[src/rtl/uart_tx_arbiter.sv]
// uart_tx_arbiter: packet-level round-robin arbiter that shares the UART packetiser
// Tx port between the Controller (0) and the Streamer (1), with a stall watchdog.
package uart_tx_arbiter_pkg;
  typedef struct packed {
    logic       Valid;
    logic       SoP;
    logic       EoP;
    logic [7:0] Data;
    logic [7:0] Source;
    logic [7:0] Destination;
    logic [7:0] Length;
  } UART_PACKET;
endpackage

module uart_tx_arbiter
  import uart_tx_arbiter_pkg::*;
#(
  parameter int TIMEOUT = 1024
) (
  input  logic        ipClk,
  input  logic        ipReset,
  input  UART_PACKET  ipStream0,
  output logic        opReady0,
  input  UART_PACKET  ipStream1,
  output logic        opReady1,
  output UART_PACKET  opTxStream,
  input  logic        ipTxReady,
  output logic [1:0]  opGrant,
  output logic [15:0] opPackets0,
  output logic [15:0] opPackets1,
  output logic [7:0]  opAborts,
  output logic [7:0]  opDrops
);
  localparam int WDW = $clog2(TIMEOUT) + 1;
  localparam logic [WDW-1:0] WD_LAST = WDW'(TIMEOUT - 1);

  typedef enum logic [1:0] {IDLE, GNT0, GNT1} state_t;

  state_t         state, state_next;
  logic           last_grant, last_grant_next;
  logic [WDW-1:0] wdog;
  logic           req0, req1, drain0, drain1;
  logic           gnt_valid, gnt_eop, xfer, pkt_done, stall_out;
  logic [8:0]     drop_sum;

  assign req0      = ipStream0.Valid & ipStream0.SoP;
  assign req1      = ipStream1.Valid & ipStream1.SoP;
  assign drain0    = ipStream0.Valid & ~ipStream0.SoP;
  assign drain1    = ipStream1.Valid & ~ipStream1.SoP;
  assign gnt_valid = (state == GNT1) ? ipStream1.Valid : ipStream0.Valid;
  assign gnt_eop   = (state == GNT1) ? ipStream1.EoP : ipStream0.EoP;
  assign xfer      = (state != IDLE) & gnt_valid & ipTxReady;
  assign pkt_done  = xfer & gnt_eop;
  assign stall_out = (state != IDLE) & ~gnt_valid & (wdog == WD_LAST);
  assign drop_sum  = {1'b0, opDrops} + {8'd0, drain0} + {8'd0, drain1};

  // Next-state and output mux; drain readies are gated so reset forces them low at once.
  always_comb begin
    state_next      = state;
    last_grant_next = last_grant;
    opReady0        = 1'b0;
    opReady1        = 1'b0;
    opTxStream      = '0;
    opGrant         = 2'b00;
    unique case (state)
      IDLE: begin
        opReady0 = drain0 & ipReset;
        opReady1 = drain1 & ipReset;
        if (req0 && req1) state_next = last_grant ? GNT0 : GNT1;
        else if (req0)    state_next = GNT0;
        else if (req1)    state_next = GNT1;
      end
      GNT0: begin
        opTxStream = ipStream0;
        opReady0   = ipTxReady;
        opGrant    = 2'b01;
        if (pkt_done || stall_out) begin
          state_next      = IDLE;
          last_grant_next = 1'b0;
        end
      end
      GNT1: begin
        opTxStream = ipStream1;
        opReady1   = ipTxReady;
        opGrant    = 2'b10;
        if (pkt_done || stall_out) begin
          state_next      = IDLE;
          last_grant_next = 1'b1;
        end
      end
      default: state_next = IDLE;
    endcase
  end

  always_ff @(posedge ipClk or negedge ipReset) begin
    if (!ipReset) begin
      state      <= IDLE;
      last_grant <= 1'b1;
    end else begin
      state      <= state_next;
      last_grant <= last_grant_next;
    end
  end

  // Back-pressured beats (Valid high, ready low) neither clear nor advance the watchdog.
  always_ff @(posedge ipClk or negedge ipReset) begin
    if (!ipReset)
      wdog <= '0;
    else if (state == IDLE || xfer || stall_out)
      wdog <= '0;
    else if (!gnt_valid)
      wdog <= wdog + WDW'(1);
  end

  always_ff @(posedge ipClk or negedge ipReset) begin
    if (!ipReset) begin
      opPackets0 <= '0;
      opPackets1 <= '0;
      opAborts   <= '0;
      opDrops    <= '0;
    end else begin
      if (pkt_done && state == GNT0) opPackets0 <= opPackets0 + 16'd1;
      if (pkt_done && state == GNT1) opPackets1 <= opPackets1 + 16'd1;
      if (stall_out && opAborts != 8'hFF) opAborts <= opAborts + 8'd1;
      if (state == IDLE) opDrops <= drop_sum[8] ? 8'hFF : drop_sum[7:0];
    end
  end
endmodule

[config.mk]
export PLATFORM = sky130hd
export DESIGN_NAME = uart_tx_arbiter
export DESIGN_NICKNAME = d
export VERILOG_FILES = /design/src/rtl/uart_tx_arbiter.sv
export SDC_FILE = /design/constraint.sdc
export NUM_CORES = 1
export LEC_CHECK = 0
export ABC_AREA = 1
export CAP_MARGIN = 10
export CORE_ASPECT_RATIO = 0.6
export CORE_MARGIN = 1.5
export CORE_UTILIZATION = 35
export CTS_BUF_LIST = sky130_fd_sc_hd__clkbuf_8 sky130_fd_sc_hd__clkbuf_16
export DETAILED_ROUTE_END_ITERATION = 10
export GPL_TIMING_DRIVEN = 0
export PLACE_DENSITY = 0.69
export SYNTH_ARGS = -nofsm -noshare
export SYNTH_HDL_FRONTEND = slang
export SYNTH_SLANG_ARGS = --single-unit
[constraint.sdc]
create_clock -name ipClk -period 1.7 [get_ports ipClk]
set_input_delay 0.51 -clock ipClk [delete_from_list [all_inputs] [get_ports ipClk]]
set_output_delay 0.51 -clock ipClk [all_outputs]
set_load 0.03 [all_outputs]
=== After elaboration in Yosys (flattened, before gate mapping) ===
Index checks and enable logic that the tools add are counted.

* Register bits after elaboration: 62
* Bits of input ports: 73
* Output and inout bits: 87

* Reductions and logical operators: 13
* Equal/unequal tests: 9
* Muxes and demuxes: 18
* Bitwise operators: 14
* Add/subtract/negate cells: 6

{| class="wikitable"
|+ Operators with widths
! operator !! count
|-
| $pmux W35 S2 || 1
|-
| $add A16 B1 Y16 const B || 2
|-
| $mux W11 || 2
|-
| $add A11 B1 Y11 const B || 1
|-
| $and A1 B1 Y1 || 11
|-
| $eq A11 B10 Y1 const B || 1
|-
| $mux W2 || 5
|-
| $add A8 B1 Y9 || 1
|-
| $add A9 B1 Y9 || 1
|-
| $add A8 B1 Y8 const B || 1
|-
| $mux W8 || 1
|-
| $ne A8 B8 Y1 const B || 1
|-
| $pmux W2 S2 || 2
|-
| $pmux W1 S2 || 3
|-
| $logic_and A1 B1 Y1 || 4
|-
| $mux W1 || 4
|-
| $ne A2 B1 Y1 const B || 2
|-
| $ne A2 B2 Y1 const B || 2
|-
| $ne A4 B4 Y1 const B || 1
|-
| $reduce_bool A2 Y1 || 2
|-
| $logic_or A1 B1 Y1 || 3
|-
| $not A1 Y1 || 3
|-
| $reduce_and A3 Y1 || 1
|-
| $eq A2 B1 Y1 const B || 1
|-
| 4 further kinds || 4
|}

=== Longest topological paths before layout ===
Gate-level depths: netlist of run 1.

* Depth in word-level cells: 8
* Mapped depth: 14
* Depth with buffers taken out: 12

=== Worst setup path after synthesis of run 1 ===
OpenSTA, ideal clock, no wires.

* Kind: reg-to-output
* Start point: register state[1]
* End point: output port opTxStream[24] in the netlist's numbering
* Stages on the path, launching flop included: 7
* Slack: -0.484 ns
* Data arrival time: 1.674 ns
* Data required time: 1.190 ns
* Buffers on the path: 2
* Cell sequence: dfrtp_1 > inv_1 > ha_1 > buf_2 > clkbuf_1 > nand2_1 > a21oi_1

{| class="wikitable"
|+ RTL lines
! what !! line !! text
|-
| start, declared || 39 || <nowiki>state_t state, state_next;</nowiki>
|-
| start signal, assigned || 100 || <nowiki>state <= state_next;</nowiki>
|-
| end, declared || 26 || <nowiki>output UART_PACKET opTxStream,</nowiki>
|}

==> flow_summary.toml, run 1 <==
[worst_setup_path]
critical-path-slowest-cell = "dfrtp_1"
ff2ff_setup_slack_ps = -380
path_buf_inv = 4
cp.arrival_ps = 1700
slowest_delay_ps = 400
cp.required_ps = 1190
endpoint_kind = "output pin"
path_class = "reg -> out"
crit_chain = "inv_2, ha_4, clkinv_8, clkbuf_16, a21oi_4, buf_6"
start_kind = "register"
crit_family = "buffers and inverters"
crit_fanout = 7

[placement]
place_area_mm2 = 0.006584
post-dp-hpwl_mm = 9.901
portBuffers = 159
place_congestion = 0.9088

[routing]
drt_iter0_drc = 285
met2_length_mm = 7.658
top_layer_used = "met4"
ant_nets = 0
drc = 0
wl_met1_mm = 6.818
num_vias = 4881
routed_via_density = 4.970
wl_per_cell_um = 16.22
drtPass1Iterations = 7
wirelength_mm = 15.93
wl_met3_mm = 1.092

[floorplanning]
rows = 30
initial_core_util_pct = 36.11
coreArea_mm2 = 0.01134
die_y_um = 86.78
ios = 160
die_area_mm2 = 0.01238
die_x_um = 142.6

[job]
cap_violations = 0

[synth]
ys_ff_latch = 62
synth_most_common_cell = "nand2_1"
yosys_warnings = 0
syn_inst = 587
syn_avg_cell_area_um2 = 6.974
synthArstFlopShare_pct = 100.0
synthTopCellsByCount = "nand2_1, dfrtp_1, inv_1"
synth_nets = 670
yosysTopAreaCellShare_pct = 37.29
synth_edf_count = 0
ys_top_cells_by_area = "dfrtp_1, nand2_1, inv_1"
netlist_area_mm2 = 0.004094
yosysTopAreaCell = "dfrtp_1"
synth-seq-area-share_pct = 37.93
ys.flop_type = "dfrtp_1"
synth.distinct_cells = 38

[clock_tree]
cts_root_buffer = "clkbuf_16"
h-tree-depth = 3
clockBufferDepth = 2
numCtsBuffers = 9
clkSinkCount = 62
insertion_delay_ps = 330
path_clk_slew_ps = 50
cts_tree = "yes"

[worst_hold_path]
hold_class = "in -> async"

[grt]
track_usage_pct = 24.68
grt_pass1_vias = 4628
antenna_found_initial = 0
grt_pass1_wl_mm = 23.66
grt_max_degree = 64
grt_overflow_total = 0

[timing]
period_needed_ps = 2210
finalSetupViolations = 94
slew_headroom_pct = 65.76
final_max_slew_viol_count = 0
timing.final.ws_setup_ps = -510.3
fmax_ghz = 0.4524
finalHoldViolations = 0
grt_setup_unrepaired = "yes"
fin_crit_sh_pct = 130.0
skew_ps = 8.261
worst_slew_pin_slew_ps = 508.9

[cells_and_area]
design_area_mm2 = 0.008162
nNetsFinal = 900
syn_to_final_growth_pct = 99.36
num-fill-cells = 826
num_antenna_cells = 0
post-route-util_pct = 72.00
multi_input_area_mm2 = 0.003309
seq_area_mm2 = 0.001556
drive_above_1_share_pct = 41.85

[run_status]
violations = "negative setup slack"
status = "complete, but fails checks"

[power]
p_per_area_mw_per_mm2 = 1347
power_leakage_nw = 3.674
peakVddDrop_mv = 0.7220
## kinds of logic after synthesis
logic type	share of synthesized area, %
flops	37.93
compound gates	7.488
buf+inv	8.007
simple gates	36.92
fa+ha+maj	3.240
xor+xnor	6.418
## state kept, by name (all words and copies together) (netlist names)
name / count
last_grant: 1
opPackets1: 16
opDrops: 8
state: 2
opPackets0: 16
wdog: 11
opAborts: 8
## cells in the final DEF (no fill, tap or decap), types with 11 or more instances in the layout
cell	instances
xor2_1	22
nand2_4	27
a21oi_4	36
nor2_4	11
buf_6	67
dfrtp_1	58
buf_4	22
dlygate4sd2_1	19
nor2_1	43
nand2_1	128
clkbuf_16	20
clkdlybuf4s50_1	66
nand3_1	26
clkdlybuf4s15_1	12
inv_1	52
clkbuf_2	13
nand2_2	70
## final timing paths
path	from	cells past startpoint	to
max	state[1]$_DFFE_PN0P_	6	opTxStream[34]
min	ipReset	1	opPackets0[11]$_DFFE_PN0P_
max reg2reg	state[1]$_DFFE_PN0P_	15	last_grant$_DFFE_PN1P_
min reg2reg	last_grant$_DFFE_PN1P_	2	last_grant$_DFFE_PN1P_
max in group asynchronous	ipReset	1	opAborts[3]$_DFFE_PN0P_
min in group ipClk	last_grant$_DFFE_PN1P_	2	last_grant$_DFFE_PN1P_
## report_power, final
group          switching, W  internal, W  leakage (nW)
sequential         0.000223      0.00167         0.773
clock              0.000629     0.000998         0.147
combinational       0.00404      0.00343          2.75
## repair_timing
item	4_1_cts	5_1_grt
gates resized for setup	447	157
hold buffers	0	0
cloned	7	4
pin swaps	23	45
setup buffers	33	19
setup endpoints to repair	148	124
## area by class of cell
class | count | area share (%)
well taps | 160 | 2.453
clock inverters | 6 | 0.3066
plain buffers | 15 | 3.894
flip-flops and latches | 62 | 19.07
clock buffers | 10 | 2.928
inverters | 64 | 3.679
repair buffers | 217 | 27.12
multi-input cells | 448 | 40.55
## metrics by stage
| stage | setup TNS [ps] | std cells | hold slack [ps] | total power [W] | setup slack [ps] |
|---|---|---|---|---|---|
| after global routing | -39170 | 982 | 149.9 | 0.01147 | -552.7 |
| after detailed placement | -57580 | 906 | 468.9 | 0.007200 | -1140 |
| after floorplan | -4896 | 587 | 214.4 | 0.005629 | -132.6 |
| after global placement | -181760 | 906 | 462.1 | 0.007080 | -3269 |
| after CTS | -27070 | 962 | 130.0 | 0.01031 | -501.2 |
| final | -34100 | 982 | 110.0 | 0.01099 | -510.3 |
## worst reg2reg max path, stage by stage, from the launching register on
cell,delay [ps]
dfrtp_1,400
buf_6,120
ha_4,170
buf_12,150
buf_4,120
inv_4,50
nand2_4,70
nand2_8,80
buf_4,150
nor2_4,160
nand2_8,150
buf_6,180
nand2_1,60
nand2_1,50
nand2_1,50
nand2_1,50
## metal layers
layer,global-route usage (%),vias to the layer above
met5,0,-
met4,6.092,0
met3,5.691,35
met2,39.94,196
met1,33.56,2323
li1,-,2327
Power figures use the tool's default switching activity.
==> run 2: changes to the inputs <==
--- a/config.mk
+++ b/config.mk
@@ -11,6 +11,7 @@
 export CORE_MARGIN = 1.5
 export CORE_UTILIZATION = 35
 export CTS_BUF_LIST = sky130_fd_sc_hd__clkbuf_8 sky130_fd_sc_hd__clkbuf_16
+export CTS_CLUSTER_DIAMETER = 150
 export DETAILED_ROUTE_END_ITERATION = 10
 export GPL_TIMING_DRIVEN = 0
 export PLACE_DENSITY = 0.69
==> results of run 2 <==
Same layout as run 1: the final DEF is identical, and so are final timing and power.
==> run 3: changes to the inputs <==
--- a/config.mk
+++ b/config.mk
@@ -14,7 +14,7 @@
 export CTS_CLUSTER_DIAMETER = 150
 export DETAILED_ROUTE_END_ITERATION = 10
 export GPL_TIMING_DRIVEN = 0
-export PLACE_DENSITY = 0.69
+export PLACE_DENSITY = 0.67
 export SYNTH_ARGS = -nofsm -noshare
 export SYNTH_HDL_FRONTEND = slang
 export SYNTH_SLANG_ARGS = --single-unit
==> constraint.sdc (replaced) <==
create_clock -name ipClk -period 2.2 [get_ports ipClk]
set_input_delay 0.66 -clock ipClk [delete_from_list [all_inputs] [get_ports ipClk]]
set_output_delay 0.66 -clock ipClk [all_outputs]
set_load 0.03 [all_outputs]
==> flow_summary.toml, run 3 (synthesis gave the netlist of run 1 again) <==
[routing]
drt_iter0_drc = 276
num_vias = 4486
drc = 0
wirelength_mm = 13.62
routed_via_density = 4.783
wl_per_cell_um = 14.52
drtPass1Iterations = 4
ant_nets = 0

[grt]
grt_busiest_layer = "met2"
grt_pass1_vias = 4314
grt_pass1_wl_mm = 21.65
grt_use_met1_pct = 31.40
grt_max_degree = 64
track_usage_pct = 22.53
grt_use_met2_pct = 34.55
grt_overflow_total = 0
antenna_found_initial = 0
grt_util_met3_pct = 6.851

[clock_tree]
insertion_delay_ps = 330
numCtsBuffers = 9
clkSinkCount = 62
cts_root_buffer = "clkbuf_16"
h-tree-depth = 3
path_clk_slew_ps = 50
cts_tree = "yes"
clockBufferDepth = 2

[floorplanning]
rows = 30
coreArea_mm2 = 0.01134
initial_core_util_pct = 36.11
die_y_um = 86.78
die_x_um = 142.6
ios = 160
die_area_mm2 = 0.01238

[timing]
slew_headroom_pct = 69.07
skew_ps = 6.498
worst_slew_pin_slew_ps = 460.4
fmax_ghz = 0.4242
period_needed_ps = 2358
grt_setup_unrepaired = "yes"
final_max_slew_viol_count = 0
finalSetupViolations = 36
timing.final.ws_setup_ps = -157.7
finalHoldViolations = 0
hold_ws_ps = 208.5
fin_crit_sh_pct = 107.2

[worst_hold_path]
hold_class = "in -> async"

[power]
p_per_area_mw_per_mm2 = 1033
pwr-share-seq_pct = 20.3
p_int_w = 0.004075
p_total_w = 0.007082
p_sw_w = 0.003007
switching_share_pct = 42.46
power_frac_comb_pct = 60.4
p_clk_share_pct = 19.3
peakVddDrop_mv = 0.4725
power_leakage_nw = 3.162

[cells_and_area]
post-route-util_pct = 60.47
nNetsFinal = 859
num-fill-cells = 1026
syn_to_final_growth_pct = 67.45
drive_above_1_share_pct = 21.98
reg.largest.list = "opPackets0 (16), opPackets1 (16), wdog (11)"
design_area_mm2 = 0.006855
layout_commonest_cell = "nand2_1"
layout_common_cells = "nand2_1, clkdlybuf4s50_1, dfrtp_1, inv_1, nor2_1"
num_antenna_cells = 0

[worst_setup_path]
path_class = "reg -> out"
crit_fanout = 9
endpoint_kind = "output pin"
cp.required_ps = 1540
cp.arrival_ps = 1700
start_kind = "register"

[placement]
place_congestion = 0.8498
portBuffers = 159
post-dp-hpwl_mm = 9.878
dpl_worst_slack_ps = -903.3
place_area_mm2 = 0.005962

[job]
cap_violations = 0

[run_status]
violations = "negative setup slack"
status = "complete, but fails checks"
-- run 3: cell type report --
type | instances | area, um^2 | area share, %
plain buffers | 15 | 277.8 | 4.052
clock buffers | 10 | 239.0 | 3.486
clock inverters | 3 | 38.79 | 0.5658
inverters | 64 | 255.2 | 3.723
multi-input cells | 446 | 2472 | 36.06
flip-flops and latches | 62 | 1553 | 22.65
well taps | 160 | 200.2 | 2.920
repair buffers | 178 | 1819 | 26.54
-- run 3: worst max-delay path, cell delays in order (launching register included) --
cell and delay [ps]:
dfrtp_1 410, inv_2 110, ha_4 150, buf_12 140, clkbuf_8 150, nand2_2 70, a21oi_4 170, buf_6 150
-- run 3: final timing paths --
path / startpoint / to / slack, ps / cells past startpoint
worst min-delay path: ipReset / opPackets0[4]$_DFFE_PN0P_ / 210 / 1
worst max register to register: state[1]$_DFFE_PN0P_ / opAborts[5]$_DFFE_PN0P_ / 200 / 12
worst min register to register: last_grant$_DFFE_PN1P_ / last_grant$_DFFE_PN1P_ / 490 / 2
max in group asynchronous: ipReset / last_grant$_DFFE_PN1P_ / 1670 / 1
min in group ipClk: last_grant$_DFFE_PN1P_ / last_grant$_DFFE_PN1P_ / 490 / 2
worst max-delay path: state[0]$_DFFE_PN0P_ / opTxStream[25] / -160 / 7
-- run 3: timing repair --
action	in CTS	in global routing
resized for setup	349	24
hold buffers	0	0
endpoints found under the setup margin	47	48
setup buffers	11	3
pin swaps	12	3
cloned	5	0
-- run 3: through the flow --
step                      cells  setup TNS (ps)
after floorplan             587           -1847
after CTS                   935           -3883
after global routing        938           -7085
after global placement      906         -141870
final                       938           -4165
after detailed placement    906          -33110
-- run 3: power by group through the flow --
stage          registers [W]  logic (W)  clock network, W
2_1_floorplan        0.00162    0.00173                 0
3_3_place_gp         0.00144    0.00304                 0
3_5_place_dp         0.00145    0.00309                 0
4_1_cts              0.00144    0.00409           0.00139
5_1_grt              0.00146    0.00450           0.00145
6_report             0.00144    0.00428           0.00137
-- run 3: per-layer routing --
layer	vias up	share of wire (%)
met5	-	0
met4	0	0.87
met3	15	5.7
met2	103	45
met1	2147	49
li1	2221	-
